<file path="src/rtl/hamming_decoder_engine_if.sv">
// Byte-wide synchronous memory port shared by the Hamming decoder engine and the core.
// Read data returns the cycle after mem_addr is presented.
interface hamming_decoder_engine_if #(
  parameter int ADDR_W = 8
);
  logic [ADDR_W-1:0] mem_addr;
  logic              mem_wr_en;
  logic [7:0]        mem_wr_data;
  logic [7:0]        mem_rd_data;

  modport master (
    output mem_addr,
    output mem_wr_en,
    output mem_wr_data,
    input  mem_rd_data
  );

  modport slave (
    input  mem_addr,
    input  mem_wr_en,
    input  mem_wr_data,
    output mem_rd_data
  );
endinterface

</file>
<file path="src/rtl/hamming_decoder_engine.sv">
// SECDED Hamming(16,11) decoder engine: reads NUM_MSG codewords, writes message + error flag.
// Optional HAMMING_ERR_COUNT_EN adds single/double error counters.
module hamming_decoder_engine #(
  parameter int NUM_MSG  = 15,
  parameter int SRC_BASE = 30,
  parameter int DST_BASE = 0,
  parameter int ADDR_W   = 8
) (
  input  logic                            clk,
  input  logic                            reset,
  input  logic                            start,
  output logic                            done,
  hamming_decoder_engine_if.master        mem
`ifdef HAMMING_ERR_COUNT_EN
  ,
  output logic [4:0]                      single_cnt,
  output logic [4:0]                      double_cnt
`endif
);

  localparam int IDX_W = (NUM_MSG > 1) ? $clog2(NUM_MSG) : 1;

  typedef enum logic [2:0] {
    S_IDLE,
    S_RD_HI,
    S_RD_LO,
    S_CAPTURE,
    S_WR_LO,
    S_WR_HI,
    S_DONE
  } state_t;

  state_t             state_q;
  logic [IDX_W-1:0]   idx_q;
  logic               done_q;
  logic [ADDR_W-1:0]  addr_q;
  logic               wr_en_q;
  logic [7:0]         wr_data_q;
  logic [7:0]         hi_q;
  logic [7:0]         dec_hi_q;
`ifdef HAMMING_ERR_COUNT_EN
  logic [4:0]         single_q;
  logic [4:0]         double_q;
`endif

  logic [ADDR_W-1:0]  src_lo_a;
  logic [ADDR_W-1:0]  dst_lo_a;
  logic [15:0]        cw;
  logic [15:0]        fix;
  logic [3:0]         syn;
  logic               par;
  logic [1:0]         flag;
  logic [7:0]         dec_lo_d;
  logic [7:0]         dec_hi_d;

  assign src_lo_a = ADDR_W'(SRC_BASE) + ADDR_W'({idx_q, 1'b0});
  assign dst_lo_a = ADDR_W'(DST_BASE) + ADDR_W'({idx_q, 1'b0});

  // Decode uses the live low byte during CAPTURE so the write data can be registered
  // on the same edge the low byte arrives.
  always_comb begin
    cw   = {hi_q, mem.mem_rd_data};
    syn  = '0;
    for (int unsigned j = 1; j < 16; j++) begin
      for (int unsigned k = 0; k < 4; k++) begin
        if (j[k]) syn[k] = syn[k] ^ cw[j[3:0]];
      end
    end
    par  = ^cw;
    fix  = cw;
    flag = 2'b00;
    if (par) begin
      fix[syn] = ~cw[syn];
      flag     = 2'b01;
    end else if (syn != 4'd0) begin
      flag     = 2'b10;
    end
    dec_lo_d = {fix[12:9], fix[7:5], fix[3]};
    dec_hi_d = {flag, 3'b000, fix[15:13]};
  end

  always_ff @(posedge clk) begin
    if (!reset) begin
      state_q   <= S_IDLE;
      idx_q     <= '0;
      done_q    <= 1'b0;
      addr_q    <= '0;
      wr_en_q   <= 1'b0;
      wr_data_q <= '0;
      hi_q      <= '0;
      dec_hi_q  <= '0;
`ifdef HAMMING_ERR_COUNT_EN
      single_q  <= '0;
      double_q  <= '0;
`endif
    end else begin
      case (state_q)
        S_IDLE, S_DONE: begin
          wr_en_q <= 1'b0;
          if (start) begin
            done_q  <= 1'b0;
            idx_q   <= '0;
            addr_q  <= ADDR_W'(SRC_BASE) + ADDR_W'(1);
            state_q <= S_RD_HI;
`ifdef HAMMING_ERR_COUNT_EN
            single_q <= '0;
            double_q <= '0;
`endif
          end
        end
        S_RD_HI: begin
          addr_q  <= src_lo_a;
          state_q <= S_RD_LO;
        end
        S_RD_LO: begin
          hi_q    <= mem.mem_rd_data;
          state_q <= S_CAPTURE;
        end
        S_CAPTURE: begin
          wr_data_q <= dec_lo_d;
          dec_hi_q  <= dec_hi_d;
          addr_q    <= dst_lo_a;
          wr_en_q   <= 1'b1;
          state_q   <= S_WR_LO;
        end
        S_WR_LO: begin
          wr_data_q <= dec_hi_q;
          addr_q    <= dst_lo_a + ADDR_W'(1);
          state_q   <= S_WR_HI;
        end
        S_WR_HI: begin
`ifdef HAMMING_ERR_COUNT_EN
          if (wr_data_q[6]) single_q <= single_q + 5'd1;
          if (wr_data_q[7]) double_q <= double_q + 5'd1;
`endif
          idx_q   <= idx_q + IDX_W'(1);
          wr_en_q <= 1'b0;
          if (idx_q == IDX_W'(NUM_MSG - 1)) begin
            addr_q  <= '0;
            done_q  <= 1'b1;
            state_q <= S_DONE;
          end else begin
            addr_q  <= src_lo_a + ADDR_W'(3);
            state_q <= S_RD_HI;
          end
        end
        default: begin
          wr_en_q <= 1'b0;
          state_q <= S_IDLE;
        end
      endcase
    end
  end

  assign done            = done_q;
  assign mem.mem_addr    = addr_q;
  assign mem.mem_wr_en   = wr_en_q;
  assign mem.mem_wr_data = wr_data_q;
`ifdef HAMMING_ERR_COUNT_EN
  assign single_cnt      = single_q;
  assign double_cnt      = double_q;
`endif

endmodule

</file>
<file path="src/flat_wrapper.sv">
// flat-port wrapper written by rule: the top's interface ports become plain ports
module hamming_decoder_engine_flat 
#(
  parameter int NUM_MSG  = 15,
  parameter int SRC_BASE = 30,
  parameter int DST_BASE = 0,
  parameter int ADDR_W   = 8
)
  (clk, reset, start, done, mem_mem_addr, mem_mem_wr_en, mem_mem_wr_data, mem_mem_rd_data);
  hamming_decoder_engine_if #(.ADDR_W(ADDR_W)) mem_i ();
  input  logic clk;
  input  logic reset;
  input  logic start;
  output logic done;
  output wire logic [$bits(mem_i.mem_addr)-1:0] mem_mem_addr;
  output wire logic [$bits(mem_i.mem_wr_en)-1:0] mem_mem_wr_en;
  output wire logic [$bits(mem_i.mem_wr_data)-1:0] mem_mem_wr_data;
  input wire logic [$bits(mem_i.mem_rd_data)-1:0] mem_mem_rd_data;
  assign mem_mem_addr = mem_i.mem_addr;
  assign mem_mem_wr_en = mem_i.mem_wr_en;
  assign mem_mem_wr_data = mem_i.mem_wr_data;
  assign mem_i.mem_rd_data = mem_mem_rd_data;
  hamming_decoder_engine #(.NUM_MSG(NUM_MSG), .SRC_BASE(SRC_BASE), .DST_BASE(DST_BASE), .ADDR_W(ADDR_W)) u_core (.clk(clk), .reset(reset), .start(start), .done(done), .mem(mem_i));
endmodule
</file>
<file path="config.mk">
export PLATFORM = sky130hd
export DESIGN_NAME = hamming_decoder_engine_flat
export DESIGN_NICKNAME = d
export VERILOG_FILES = /design/src/rtl/hamming_decoder_engine_if.sv /design/src/rtl/hamming_decoder_engine.sv /design/src/flat_wrapper.sv
export SDC_FILE = /design/constraint.sdc
export NUM_CORES = 1
export LEC_CHECK = 0
export BUFFER_PORTS_ARGS = -buffer_cell sky130_fd_sc_hd__buf_4
export CELL_PAD_IN_SITES_DETAIL_PLACEMENT = 0
export CELL_PAD_IN_SITES_GLOBAL_PLACEMENT = 1
export CORE_MARGIN = 5
export CORE_UTILIZATION = 43
export CTS_BUF_LIST = sky130_fd_sc_hd__clkbuf_16
export DETAILED_ROUTE_END_ITERATION = 16
export GPL_ROUTABILITY_DRIVEN = 1
export HOLD_SLACK_MARGIN = 0.12
export PLACE_DENSITY = 0.84
export SLEW_MARGIN = 20
export SYNTH_ARGS = -nofsm -noshare
export SYNTH_HDL_FRONTEND = slang
export SYNTH_SLANG_ARGS = --single-unit
</file>
<file path="constraint.sdc">
create_clock -name clk -period 2.6 [get_ports clk]
set_input_delay 0.65 -clock clk [delete_from_list [all_inputs] [get_ports clk]]
set_output_delay 0.65 -clock clk [all_outputs]
set_load 0.05 [all_outputs]
</file>
==> flow_summary.yaml <==
power:
  power_density_mw_per_mm2: 710.9
  total_power_w: 0.002140
  peakVddDrop_mv: 0.4738
  p_leak_nw: 1.122
floorplanning:
  start_util_pct: 43.88
  die_h_um: 87.27
  die_area_mm2: 0.007616
  chipWidth_um: 87.27
  design.core.area_mm2: 0.005851
  ios: 29
  row_count: 28
clock_network:
  cts.path.max_buffers: 2
  clkSinkCount: 37
  cts_tree: "yes"
  postCtsSetupBuffers: 0
  clkLatencyLatePin_ps: 280
  cts_buffers: 5
  cts_resized: 0
  cts_hold_repair.buffers: 0
  h-tree-depth: 2
  cts-root-buf: "clkbuf_16"
  cts.clk_slew.worst_paths_ps: 60
sta:
  rsz0062_at_grt: "false"
  timing.final.crit_period_ps: 2277
  hold_viol_final: 0
  max_freq_mhz: 439.1
  min_period_over_period_pct: 87.59
  drv_slew: 0
  finalWorstSetupSlack_ps: 322.6
  relSlewSlack_pct: 43.99
  finalSetupTns_ps: 0
  skew_ps: 7.403
  finalSetupViolCount: 0
  tightest_slew_ps: 837.1
synth:
  synth-compound-area-share_pct: 23.49
  synth_top_family_by_area: "simple AND/OR/NAND/NOR gates"
  muxShareOfSynthArea_pct: 1.170
  synthAdderAreaFrac_pct: 1.462
  ys_ff_latch: 37
  async_flop_share_pct: 0
  synth_edf_count: 0
  synth_xor_area_share_pct: 15.30
  synth_nets: 345
  yosys.area_share.simple_pct: 23.64
  yosysWarningCount: 0
  syn_inst: 331
  syn_area_mm2: 0.002567
  synth_cell_type_count: 58
  synth_ff_type: "dfxtp_1"
  syn_area_per_cell_um2: 7.757
  ys_seq_area_share_pct: 28.85
detailed_routing:
  drt_iter0_drc: 169
  drt-vias-per-instance: 5.602
  wl_per_cell_um: 15.24
  wl_mm: 6.630
  vias: 2437
  drcViolationCount: 0
  ant_nets: 0
  drt-pass1-iter-count: 4
critical_path:
  crit_required_ps: 2760
  path_class: "in2reg"
  worstReg2RegStart: "u_core.hi_q[1]$_SDFFE_PN0P_"
  cp-startpoint: "mem_mem_rd_data[7]"
  cp_max_fo: 10
  crit_arrival_ps: 2430
  cp-start-kind: "primary input"
  end_kind: "register"
cells_and_area:
  utilization_pct: 51.45
  multi_input_area_mm2: 0.001674
  final_common_cell: "buf_4"
  layout_common_cells: "buf_4, nand2_1, dfxtp_1"
  num_antenna_cells: 0
  nNetsFinal: 373
  n_fill_cell: 569
  layout-drive-gt1-share_pct: 16.39
  area_growth_syn_to_layout_pct: 17.25
  seq_area_um2: 740.7
status:
  status: "finished clean"
grt:
  first_global_vias: 2182
  grt_pass1_wl_mm: 11.10
  grt-ovfl-total: 0
  antenna_found_initial: 0
  track_usage_pct: 18.36
  grt_max_degree: 19
placed_design:
  place_ws_ps: 38.86
  numPortBuffers: 27
  place_hpwl_mm: 5.046
  gp_congestion: 0.8648
hold_path:
  hp-start: "u_core.done$_SDFFE_PN0P_"
  hold_class: "reg2reg"
job:
  cap_violations: 0
## per-stage QoR
step	std cells	cell area, um^2	hold WS (ps)
after global routing	435	3010	508.5
after floorplan	331	2567	426.7
after detailed placement	427	2873	450.0
final	435	3010	457.6
after global placement	427	2873	445.8
after CTS	435	3010	458.3
## registers in the layout, summed over array words and instances, names as in the netlist
register / count
u_core.idx_q: 4
u_core.hi_q: 8
u_core.done: 1
u_core.state_q: 3
u_core.mem.mem_addr: 7
u_core.mem.mem_wr_en: 1
u_core.dec_hi_q: 5
u_core.mem.mem_wr_data: 8
## per-layer routing
layer	routed length (um)	track usage, %	vias up
met2	2822	26.10	46
met5	0	0	-
li1	-	-	1242
met3	365	3.406	6
met1	3383	28.22	1143
met4	58	4.463	0
## critical path, cell delays in order
cell,delay (ps)
buf_4,140
xnor2_1,230
xnor2_2,160
buf_4,210
xnor3_2,400
or2_1,280
nor2_2,110
xnor2_1,160
o21ai_1,80
## report_power, final
group	internal, W	leakage (nW)	total, W	switching, W
clock network	0.000346	0.0687	0.000568	0.000221
logic	0.000356	0.752	0.000905	0.000549
registers	0.000613	0.301	0.000667	0.0000536
total	0.00132	1.12	0.00214	0.000824
## synthesized netlist by cell type (all sizes together) (2+ instances only)
cell type | n | area share, %
a2111oi | 2 | 0.68
a211oi | 6 | 1.8
a21boi | 2 | 0.58
a21oi | 29 | 5.7
a22oi | 3 | 0.88
a311oi | 2 | 0.68
a31o | 2 | 0.68
a31oi | 6 | 1.5
and2 | 3 | 0.73
and3 | 4 | 0.97
and4 | 4 | 1.4
buf | 9 | 2.4
clkbuf | 13 | 1.9
dfxtp | 37 | 29
ha | 3 | 1.5
inv | 11 | 1.6
mux2i | 3 | 1.2
nand2 | 39 | 5.7
nand2b | 6 | 1.5
nand3 | 12 | 2.3
nand3b | 4 | 1.2
nand4 | 3 | 0.73
nor2 | 33 | 4.9
nor2b | 2 | 0.49
nor3 | 5 | 1.2
nor4 | 4 | 0.97
nor4b | 2 | 0.68
o211ai | 2 | 0.58
o21ai | 15 | 2.9
o221ai | 2 | 0.68
o22ai | 2 | 0.49
o31ai | 3 | 0.88
o32ai | 5 | 1.7
xnor2 | 28 | 11
xnor3 | 2 | 1.9
xor2 | 8 | 2.7
## cells by family after synthesis
| logic type | after synthesis |
|---|---|
| compound gates | 92 |
| xor+xnor | 38 |
| fa+ha+maj | 3 |
| buf+inv | 33 |
| flops | 37 |
| mux | 3 |
| other cells | 1 |
| simple gates | 124 |
## area by class of cell
type                            count  share of cell area, %
Sequential cell                    37                  24.61
Inverter                           11                  1.372
Timing Repair Buffer               43                  10.72
Clock inverter                      3                 0.4156
Clock buffer                        5                  4.156
Tap cell                           75                  3.117
Multi-Input combinational cell    261                  55.61
## worst paths after layout
path                                                          endpoint  slack (ps)  cells past startpoint
worst max-delay path            u_core.mem.mem_wr_data[3]$_SDFFE_PN0P_         320                      9
worst min-delay path                          u_core.done$_SDFFE_PN0P_         460                      2
worst max register to register  u_core.mem.mem_wr_data[3]$_SDFFE_PN0P_         370                      8
worst min register to register                u_core.done$_SDFFE_PN0P_         460                      2
Note: power is estimated with default switching activity, not from simulation.
